--- config.mk ---
export PLATFORM = sky130hd
export DESIGN_NAME = result_ascii_sender_flat
export DESIGN_NICKNAME = d
export VERILOG_FILES = /design/src/rtl/result_ascii_sender_if.sv /design/src/rtl/result_ascii_sender.sv /design/src/flat_wrapper.sv
export SDC_FILE = /design/constraint.sdc
export NUM_CORES = 1
export LEC_CHECK = 0
export BUFFER_PORTS_ARGS = -buffer_cell sky130_fd_sc_hd__buf_2
export CORE_UTILIZATION = 53
export DETAILED_ROUTE_END_ITERATION = 7
export GPL_TIMING_DRIVEN = 0
export HOLD_SLACK_MARGIN = 0.06
export MAX_ROUTING_LAYER = met4
export PLACE_DENSITY = 0.79
export SLEW_MARGIN = 25
export SYNTH_ARGS = -nofsm -noshare
export SYNTH_HDL_FRONTEND = slang
export SYNTH_SLANG_ARGS = --single-unit
--- constraint.sdc ---
create_clock -name clk -period 1.81 [get_ports clk]
set_input_delay 0.362 -clock clk [delete_from_list [all_inputs] [get_ports clk]]
set_output_delay 0.362 -clock clk [all_outputs]
set_load 0.01 [all_outputs]
--- src/rtl/result_ascii_sender_if.sv ---
// Handshake bundle between a result producer, the ASCII sender and a serial transmitter.
// Ports: value/start (request side), tx_rts (transmitter ready), tx_data/tx_data_ready
//        (byte launch toward the transmitter), busy/done (status back to the requester).
// slave modport is the sender's view; master modport is the environment's view.
interface result_ascii_sender_if #(
  parameter int DATA_W = 16
);
  logic [DATA_W-1:0] value;
  logic              start;
  logic              tx_rts;
  logic [7:0]        tx_data;
  logic              tx_data_ready;
  logic              busy;
  logic              done;

  modport slave (
    input  value, start, tx_rts,
    output tx_data, tx_data_ready, busy, done
  );

  modport master (
    output value, start, tx_rts,
    input  tx_data, tx_data_ready, busy, done
  );
endinterface

--- src/rtl/result_ascii_sender.sv ---
// Purpose: print an unsigned DATA_W-bit result as decimal ASCII through a byte-wide serial transmitter.
// Latency: DATA_W conversion cycles after start, then one byte per transmitter frame; done one cycle after the last frame.
// Backpressure: every byte waits for tx_rts high before its strobe and for the frame to finish; no timeout.
//
// Ports:
//   clk            rising-edge system clock
//   rst            asynchronous active-high reset
//   bus (slave)    value/start in, tx_rts in, tx_data/tx_data_ready out, busy/done out
// Build option: define RESULT_CRLF_EN to append CR (0x0D) and LF (0x0A) after the digits.
module result_ascii_sender #(
  parameter int DATA_W = 16
) (
  input  logic                  clk,
  input  logic                  rst,
  result_ascii_sender_if.slave  bus
);

  localparam logic [2:0] S_IDLE      = 3'd0;
  localparam logic [2:0] S_CONVERT   = 3'd1;
  localparam logic [2:0] S_LOAD      = 3'd2;
  localparam logic [2:0] S_PULSE     = 3'd3;
  localparam logic [2:0] S_WAIT_BUSY = 3'd4;
  localparam logic [2:0] S_WAIT_DONE = 3'd5;
  localparam logic [2:0] S_FINISH    = 3'd6;

  // Byte index: 0..4 are BCD digits (MSD first), 5 is CR, 6 is LF.
`ifdef RESULT_CRLF_EN
  localparam logic [2:0] LAST_IDX = 3'd6;
`else
  localparam logic [2:0] LAST_IDX = 3'd4;
`endif

  localparam logic [4:0] LAST_BIT = 5'(DATA_W - 1);

  logic [2:0]        r_state;
  logic [DATA_W-1:0] r_shift;
  logic [19:0]       r_bcd;
  logic [4:0]        r_bit_cnt;
  logic [2:0]        r_dig_idx;
  logic [7:0]        r_tx_data;
  logic              r_tx_data_ready;
  logic              r_busy;
  logic              r_done;

  logic [19:0]       w_bcd_adj;
  logic [19:0]       w_bcd_nxt;
  logic [2:0]        w_first_idx;
  logic              w_found;
  logic [3:0]        w_digit;
  logic [7:0]        w_byte;

  // One double-dabble step: add 3 to any digit >= 5, then shift the next result bit in.
  always_comb begin
    w_bcd_adj = r_bcd;
    for (int d = 0; d < 5; d++) begin
      if (r_bcd[d*4 +: 4] >= 4'd5) begin
        w_bcd_adj[d*4 +: 4] = r_bcd[d*4 +: 4] + 4'd3;
      end
    end
    w_bcd_nxt = {w_bcd_adj[18:0], r_shift[DATA_W-1]};
  end

  // First non-zero digit of the finished conversion; the units digit is always sent,
  // which is how a zero result still prints "0".
  always_comb begin
    w_first_idx = 3'd4;
    w_found     = 1'b0;
    for (int i = 0; i < 4; i++) begin
      if (!w_found && (w_bcd_nxt[(4-i)*4 +: 4] != 4'd0)) begin
        w_first_idx = 3'(i);
        w_found     = 1'b1;
      end
    end
  end

  always_comb begin
    w_digit = 4'd0;
    case (r_dig_idx)
      3'd0:    w_digit = r_bcd[19:16];
      3'd1:    w_digit = r_bcd[15:12];
      3'd2:    w_digit = r_bcd[11:8];
      3'd3:    w_digit = r_bcd[7:4];
      3'd4:    w_digit = r_bcd[3:0];
      default: w_digit = 4'd0;
    endcase
    if (r_dig_idx <= 3'd4) begin
      w_byte = {4'h3, w_digit};
    end else if (r_dig_idx == 3'd5) begin
      w_byte = 8'h0D;
    end else begin
      w_byte = 8'h0A;
    end
  end

  always_ff @(posedge clk or posedge rst) begin
    if (rst) begin
      r_state         <= S_IDLE;
      r_shift         <= '0;
      r_bcd           <= '0;
      r_bit_cnt       <= '0;
      r_dig_idx       <= '0;
      r_tx_data       <= 8'h00;
      r_tx_data_ready <= 1'b0;
      r_busy          <= 1'b0;
      r_done          <= 1'b0;
    end else begin
      // Strobe and done are single-cycle by construction: cleared unless set below.
      r_tx_data_ready <= 1'b0;
      r_done          <= 1'b0;
      case (r_state)
        S_IDLE: begin
          if (bus.start) begin
            r_shift   <= bus.value;
            r_bcd     <= '0;
            r_bit_cnt <= '0;
            r_busy    <= 1'b1;
            r_state   <= S_CONVERT;
          end
        end
        S_CONVERT: begin
          r_bcd     <= w_bcd_nxt;
          r_shift   <= r_shift << 1;
          r_bit_cnt <= r_bit_cnt + 5'd1;
          if (r_bit_cnt == LAST_BIT) begin
            r_dig_idx <= w_first_idx;
            r_state   <= S_LOAD;
          end
        end
        S_LOAD: begin
          // tx_data is written only here, so it holds through the whole frame.
          r_tx_data <= w_byte;
          r_state   <= S_PULSE;
        end
        S_PULSE: begin
          if (bus.tx_rts) begin
            r_tx_data_ready <= 1'b1;
            r_state         <= S_WAIT_BUSY;
          end
        end
        S_WAIT_BUSY: begin
          // The transmitter may still show ready on the cycle after the strobe;
          // only its drop to busy moves us on, never a second strobe.
          if (!bus.tx_rts) begin
            r_state <= S_WAIT_DONE;
          end
        end
        S_WAIT_DONE: begin
          if (bus.tx_rts) begin
            if (r_dig_idx == LAST_IDX) begin
              r_done  <= 1'b1;
              r_busy  <= 1'b0;
              r_state <= S_FINISH;
            end else begin
              r_dig_idx <= r_dig_idx + 3'd1;
              r_state   <= S_LOAD;
            end
          end
        end
        S_FINISH: begin
          // done is visible in this cycle; a start here is deliberately not seen.
          r_state <= S_IDLE;
        end
        default: begin
          r_state <= S_IDLE;
        end
      endcase
    end
  end

  assign bus.tx_data       = r_tx_data;
  assign bus.tx_data_ready = r_tx_data_ready;
  assign bus.busy          = r_busy;
  assign bus.done          = r_done;

endmodule

--- src/flat_wrapper.sv ---
// flat-port wrapper written by rule: the top's interface ports become plain ports
module result_ascii_sender_flat 
#(
  parameter int DATA_W = 16
)
  (clk, rst, bus_value, bus_start, bus_tx_rts, bus_tx_data, bus_tx_data_ready, bus_busy, bus_done);
  result_ascii_sender_if #(.DATA_W(DATA_W)) bus_i ();
  input  logic clk;
  input  logic rst;
  input wire logic [$bits(bus_i.value)-1:0] bus_value;
  input wire logic [$bits(bus_i.start)-1:0] bus_start;
  input wire logic [$bits(bus_i.tx_rts)-1:0] bus_tx_rts;
  output wire logic [$bits(bus_i.tx_data)-1:0] bus_tx_data;
  output wire logic [$bits(bus_i.tx_data_ready)-1:0] bus_tx_data_ready;
  output wire logic [$bits(bus_i.busy)-1:0] bus_busy;
  output wire logic [$bits(bus_i.done)-1:0] bus_done;
  assign bus_i.value = bus_value;
  assign bus_i.start = bus_start;
  assign bus_i.tx_rts = bus_tx_rts;
  assign bus_tx_data = bus_i.tx_data;
  assign bus_tx_data_ready = bus_i.tx_data_ready;
  assign bus_busy = bus_i.busy;
  assign bus_done = bus_i.done;
  result_ascii_sender #(.DATA_W(DATA_W)) u_core (.clk(clk), .rst(rst), .bus(bus_i));
endmodule
# Yosys cells after proc, flatten, opt, wreduce, memory -nomap -nowiden
# Index checks and enable logic that the tools add are counted.
[totals]
romBits = 0
regBits = 58
elab_cells = 100
latch_bits = 0
n_memories = 0
output_inout_bits = 11
inputBits = 20
ramBits = 0
[classes]
bitwise_logic = 0
div_mod_pow = 0
addsub = 7
muxes = 41
n_eq_ne = 18
n_lt_le_gt_ge = 6
reduce_logical = 19
n_mul = 0
shift = 0
[op_table]
columns = ["op", "n"]
rows = [
  ["3-bit two-way mux", 15],
  ["20-bit one-hot mux with 2 select lines", 1],
  ["16-bit one-hot mux with 2 select lines", 1],
  ["4-bit by 3-bit greater-or-equal comparator with 1-bit output, second input constant", 5],
  ["20-bit two-way mux", 1],
  ["4-bit one-hot mux with 5 select lines", 1],
  ["3-bit one-hot mux with 6 select lines", 1],
  ["4-bit by 2-bit adder with 4-bit output, second input constant", 4],
  ["16-bit two-way mux", 1],
  ["4-bit two-way mux", 4],
  ["4-bit nonzero test", 4],
  ["3-bit by 2-bit equality test with 1-bit output, second input constant", 4],
  ["3-bit equality test, second input constant", 4],
  ["1-bit two-way mux", 11],
  ["2-bit != test, second input constant", 5],
  ["5-bit one-hot mux with 2 select lines", 1],
  ["8-bit two-way mux", 1],
  ["4-bit AND reduction", 2],
  ["3-bit by 1-bit equality test with 1-bit output, second input constant", 2],
  ["3-bit logical NOT", 2],
  ["3-bit one-hot mux with 2 select lines", 1],
  ["2-bit nonzero test", 3],
  ["5-bit by 1-bit adder with 5-bit output, second input constant", 1],
  ["5-bit by 4-bit equality test with 1-bit output, second input constant", 1],
  ["other kinds (10)", 15],
]

# Longest topological paths before layout
[depth]
word_depth = 15
mapped_depth = 8
mapped_depth_nobuf = 8

# Least setup slack after synthesis
# OpenSTA, ideal clock, no wires.
[synth_path]
kind = "register to register"
start = "register u_core.r_bcd[12]"
end = "register u_core.r_dig_idx[1]"
required_time_ps = 1728
path_stages_with_launch = 9
setup_slack_ps = -104
synth_period_minus_slack_ps = 1914
n_path_buf = 0
arrival_ps = 1833
setup_time_ps = 82
cell_sequence = "dfrtp_1 -> inv_1 -> ha_1 -> nand2b_2 -> nor3b_1 -> a211o_1 -> a2111oi_4 -> o21ai_1 -> a31oi_1"
[synth_via]
elab_chain_len = 15
elab_cells_between_ends = 19
cone_classes = "1 x add/sub; 1 x order compare; 9 x mux; 8 x reduce/logical"
[synth_rtl]
columns = ["item", "line_no", "source"]
rows = [
  ["from (decl)", "result_ascii_sender.sv:37", "logic [19:0] r_bcd;"],
  ["from (signal assigned)", "result_ascii_sender.sv:121", "r_bcd <= w_bcd_nxt;"],
  ["4-bit by 2-bit adder with 4-bit output / 4-bit by 3-bit greater-or-equal comparator with 1-bit output (equally long branches)", "result_ascii_sender.sv:57, result_ascii_sender.sv:56", ""],
  ["4-bit two-way mux (*)", "result_ascii_sender.sv:56", "if (r_bcd[d*4 +: 4] >= 4'd5) begin"],
  ["4-bit nonzero test", "result_ascii_sender.sv:69", "if (!w_found && (w_bcd_nxt[(4-i)*4 +: 4] != 4'd0)) begin"],
  ["1-bit two-way mux", "result_ascii_sender.sv:69", ""],
  ["1-bit logical NOT", "result_ascii_sender.sv:69", ""],
  ["1-bit logical AND", "result_ascii_sender.sv:69", ""],
  ["1-bit two-way mux", "result_ascii_sender.sv:69", ""],
  ["1-bit logical NOT", "result_ascii_sender.sv:69", ""],
  ["1-bit logical AND", "result_ascii_sender.sv:69", ""],
  ["1-bit two-way mux", "result_ascii_sender.sv:69", ""],
  ["1-bit logical NOT", "result_ascii_sender.sv:69", ""],
  ["1-bit logical AND", "result_ascii_sender.sv:69", ""],
  ["3-bit two-way mux (*)", "result_ascii_sender.sv:69", ""],
  ["3-bit two-way mux (*)", "result_ascii_sender.sv:124", "if (r_bit_cnt == LAST_BIT) begin"],
  ["3-bit one-hot mux with 2 select lines (*)", "result_ascii_sender.sv:110", "case (r_state)"],
  ["to (signal assigned)", "result_ascii_sender.sv:125", "r_dig_idx <= w_first_idx;"],
  ["to (signal assigned)", "result_ascii_sender.sv:154", "r_dig_idx <= r_dig_idx + 3'd1;"],
  ["to (decl)", "result_ascii_sender.sv:39", "logic [2:0] r_dig_idx;"],
]
# Every way passes the cells marked *; elsewhere a longest branch is shown, timed or not. The select of a mux whose other input is x is not followed.
# A chain may end at the register's enable or synchronous reset.

# Worst setup path after layout
[layout_path]
start = "register u_core.r_bcd[12]"
end = "register u_core.r_dig_idx[2]"
# Same word-level chain as after synthesis.

==> results.txt <==
- The flow ran to the end, but the final reports show violations.
- Failing checks: setup timing
- The worst-case IR drop observed on VDD is roughly 0.0010 V.
* Post-Syn Instances: ~350
- Crit Reg-Reg Endpoint: u_core.r_dig_idx[2]$_DFFE_PP0P_
* Number of CTS-inserted buffers: 5
- Cell Area, Placed: around 3300 µm²
- After synthesis, the netlist uses between 40 and 50 different library cells.
- Clock root buffer master: sky130_fd_sc_hd__clkbuf_8
- After detailed routing, the total wire length is just over 8 mm.
- H-tree level count: 2
* Layout cells sized above 1: between 30% and 40%
- Clock tree buffer depth: 2
- Last element of the critical path: u_core.r_dig_idx[2]$_DFFE_PP0P_
- Total chip power: roughly 8.2 mW
* Maximum capacitance violations: 0
- Number of flops mapped to enable cells by yosys: 0
- Placer congestion estimate: 0.855
* Routed wire length per instance: approximately 17 µm
- Port bufs: 28
- Clock transition at path regs: approximately 0.11 ns
- The setup path with the least slack is of type reg -> reg.
- Averaged over all synthesized cells, the footprint is 8.95 µm².
* Starting utilization of the core area: a little under three fifths
- Transition time at the pin with the least slew margin: between 0.6 and 0.7 ns
* Endpoint kind of the worst setup timing path: register
* Dominant synthesized flop cell: sky130_fd_sc_hd__dfrtp_1
* Critical path data arrival time: around 2.3 ns
- Leakage dissipation: ~1.7 nW
* Endpoints failing setup: 5
* Detailed-placement wirelength estimate: slightly below 5 mm
* Share of synthesized area occupied by flip-flops and latches: between 40% and 50%
* Final clock period utilization by the worst path: 115%
- The min-delay analysis places its worst path in the category in -> async.
* Fill cell total of the finished layout: roughly 400
- Register-to-register setup slack: -0.28 ns
* Number of top-level pins: 31
* Clock latency at the later pin of the worst-skew pair: around 0.32 ns
- Final Hold Vio Count: 0
- Startpoint of the most critical setup path: u_core.r_bcd[12]$_DFFE_PP0P_
- Core Box Area: between 5000 and 6000 µm²
- Via count normalized by instance count: 5.96
- Height of the die: 78.3 µm
- The floorplan step set the die width to approximately 78 µm.
- Final layout net count: between 400 and 500
- Global router's overall resource usage: about 28%
- Derived from the worst setup path, the maximum achievable clock frequency is around 480 MHz.
- Via count: approximately 2900
* Netlist area before placement: 3090 µm²
- Reg area: 1380 µm²
- Normalized max-slew margin: a little under three fifths
* Clock tree from TritonCTS: yes
- Cell taking the most area after synthesis: sky130_fd_sc_hd__dfrtp_1
* DRC violation total after the first TritonRoute iteration: ~380
- The number of antenna diodes in the final layout is 0.
- Entering global routing, the biggest net connects 56 pins.
* Pwr Density: between 2000 and 2500 nW/µm²
- Leading cell types by total area after synthesis: sky130_fd_sc_hd__dfrtp_1 45%, sky130_fd_sc_hd__ha_1 6.9%, sky130_fd_sc_hd__nor2_1 5.5%
* Post-route antenna net violation count: 0
- Summed over all layers, the global routing overflow is 0.
- Clock skew on the completed layout was measured at roughly 0.011 ns.
- Ranking of synthesized cells by instance count: 55 x sky130_fd_sc_hd__dfrtp_1, 45 x sky130_fd_sc_hd__nor2_1, 36 x sky130_fd_sc_hd__nand2_1
- The first global-routing pass estimated ~13 mm of wire.
* Most common cell in the synthesized netlist: sky130_fd_sc_hd__dfrtp_1
- Worst EP required: 2.06 ns
- Number of clock sinks: 55
- The area growth from synthesis to layout is 25.6%.
- DR pass1 iterations: 6
- Syn. warnings: 0
- The number of max-slew violations in the final report came to 0.
- Post-synth top area share: 44.6%
* Setup crit start kind: register
* Fraction of synthesis flops using an asynchronous set or reset pin: 100%
- Vias in the first global route: 2694
* Total of flip-flops plus latches after synthesis: 55
* Area of the die: between 6000 and 7000 µm²
- Setup repair after global routing could not meet its margin everywhere.
- R2R depth: 8
- In this run the critical register-to-register path is launched from u_core.r_bcd[12]$_DFFE_PP0P_.
- The multi-input combinational cells in the finished layout cover a total of around 1800 µm².
- Number of core rows: 27
- The number of antenna violations at the first check in global routing was 0.
- DRC violation count after routing: 0
* Peak fanout along the critical path: 4
* Final cell area excluding filler cells: ~3900 µm²
- Final setup margin: -0.275 ns
* Crit path time final: about 2.1 ns
cell usage in the layout (no fill, tap or decap), types with 3 or more instances in the layout:
cell	count
sky130_fd_sc_hd__nand2b_1	6
sky130_fd_sc_hd__clkbuf_1	4
sky130_fd_sc_hd__ha_2	7
sky130_fd_sc_hd__buf_4	34
sky130_fd_sc_hd__nand3_1	5
sky130_fd_sc_hd__nand3b_1	4
sky130_fd_sc_hd__nand2b_4	3
sky130_fd_sc_hd__xnor2_1	5
sky130_fd_sc_hd__a21oi_1	10
sky130_fd_sc_hd__a21oi_2	4
sky130_fd_sc_hd__ha_4	4
sky130_fd_sc_hd__nor3b_1	3
sky130_fd_sc_hd__dfrtp_2	3
sky130_fd_sc_hd__o21ai_1	4
sky130_fd_sc_hd__nand2_1	35
sky130_fd_sc_hd__nor3_1	5
sky130_fd_sc_hd__o31ai_1	3
sky130_fd_sc_hd__o21ai_0	26
sky130_fd_sc_hd__a22oi_1	5
sky130_fd_sc_hd__o22ai_1	22
sky130_fd_sc_hd__nor2_1	43
sky130_fd_sc_hd__ha_1	6
sky130_fd_sc_hd__a22o_1	6
sky130_fd_sc_hd__inv_1	7
sky130_fd_sc_hd__a31oi_1	8
sky130_fd_sc_hd__dfrtp_1	52
sky130_fd_sc_hd__buf_2	32
sky130_fd_sc_hd__clkbuf_8	5
sky130_fd_sc_hd__inv_2	7
cell families (layout without fill, tap and decap cells):
logic type,count (synthesis),in the layout,synth area share (%)
fa+ha+maj,17,17,6.89
simple gates,125,125,18.8
other cells,1,2,0.121
buf+inv,34,98,4.74
compound gates,103,103,21.8
xor+xnor,6,6,1.70
flops,55,55,44.6
mux,4,4,1.34
worst min path at each step:
stage | to | slack (ns) | depth (start not counted)
2_1_floorplan | u_core.r_bcd[0]$_DFFE_PP0P_ | 0.45 | 2
3_3_place_gp | u_core.bus.tx_data[3]$_DFFE_PP0P_ | 0.46 | 2
3_5_place_dp | u_core.bus.tx_data[3]$_DFFE_PP0P_ | 0.46 | 2
4_1_cts | u_core.r_shift[8]$_DFFE_PP0P_ | 0.16 | 2
5_1_grt | u_core.r_shift[8]$_DFFE_PP0P_ | 0.20 | 2
6_report | u_core.bus.done$_DFF_PP0_ | 0.14 | 2
per-stage QoR:
stage / hold slack [ns] / worst slack, ns / TNS (ns) / util, % / instances
after floorplan: 0.450 / 0.00738 / 0 / - / 346
after global placement: 0.456 / -0.559 / -34.66 / 59.8 / 446
after detailed placement: 0.465 / -0.300 / -5.09 / 59.9 / 446
after CTS: 0.162 / -0.212 / -0.393 / 66.9 / 471
after global routing: 0.202 / -0.390 / -2.23 / 69.6 / 482
final: 0.139 / -0.275 / -0.649 / 69.6 / 482
what timing repair did:
action / CTS / global route
resized for setup: 44 / 18
hold buffers: 0 / 0
pin swaps: 14 / 13
endpoints found under the setup margin: 31 / 39
setup buffers: 19 / 11
worst max-delay path, cell delays in order (launching register included):
cell and delay, ns:
sky130_fd_sc_hd__dfrtp_2 0.47, sky130_fd_sc_hd__inv_2 0.10, sky130_fd_sc_hd__ha_4 0.16, sky130_fd_sc_hd__nand2b_4 0.06
sky130_fd_sc_hd__nor3b_4 0.15, sky130_fd_sc_hd__a211o_1 0.29, sky130_fd_sc_hd__a2111oi_4 0.40, sky130_fd_sc_hd__nand3b_1 0.17
sky130_fd_sc_hd__a31oi_1 0.21
area by class of cell:
| cell class | count | share of cell area, % |
|---|---|---|
| plain buffers | 16 | 2.42 |
| clock buffers | 5 | 1.77 |
| clock inverters | 3 | 0.580 |
| inverters | 16 | 1.68 |
| multi-input cells | 257 | 46.3 |
| flip-flops and latches | 55 | 35.6 |
| well taps | 72 | 2.32 |
| repair buffers | 58 | 9.41 |
where the power goes:
| group | internal, mW | switching, mW | total [mW] |
|---|---|---|---|
| clock | 0.279 | 0.442 | 0.720 |
| combinational | 2.30 | 2.86 | 5.16 |
| sequential | 1.80 | 0.533 | 2.33 |
state kept, by name (all words and copies together), names as in the netlist:
name / cells
u_core.r_bcd: 20
u_core.r_shift: 16
u_core.bus.tx_data: 5
u_core.r_bit_cnt: 5
u_core.r_dig_idx: 3
u_core.r_state: 3
u_core.bus.busy: 1
u_core.bus.done: 1
u_core.bus.tx_data_ready: 1
metal layers:
metal	track usage [%]	routed length, µm
met3	5.12	580
met2	43.2	3940
met4	10.6	204
met1	35.5	3460
met5	-	0
Power figures use the tool's default switching activity.
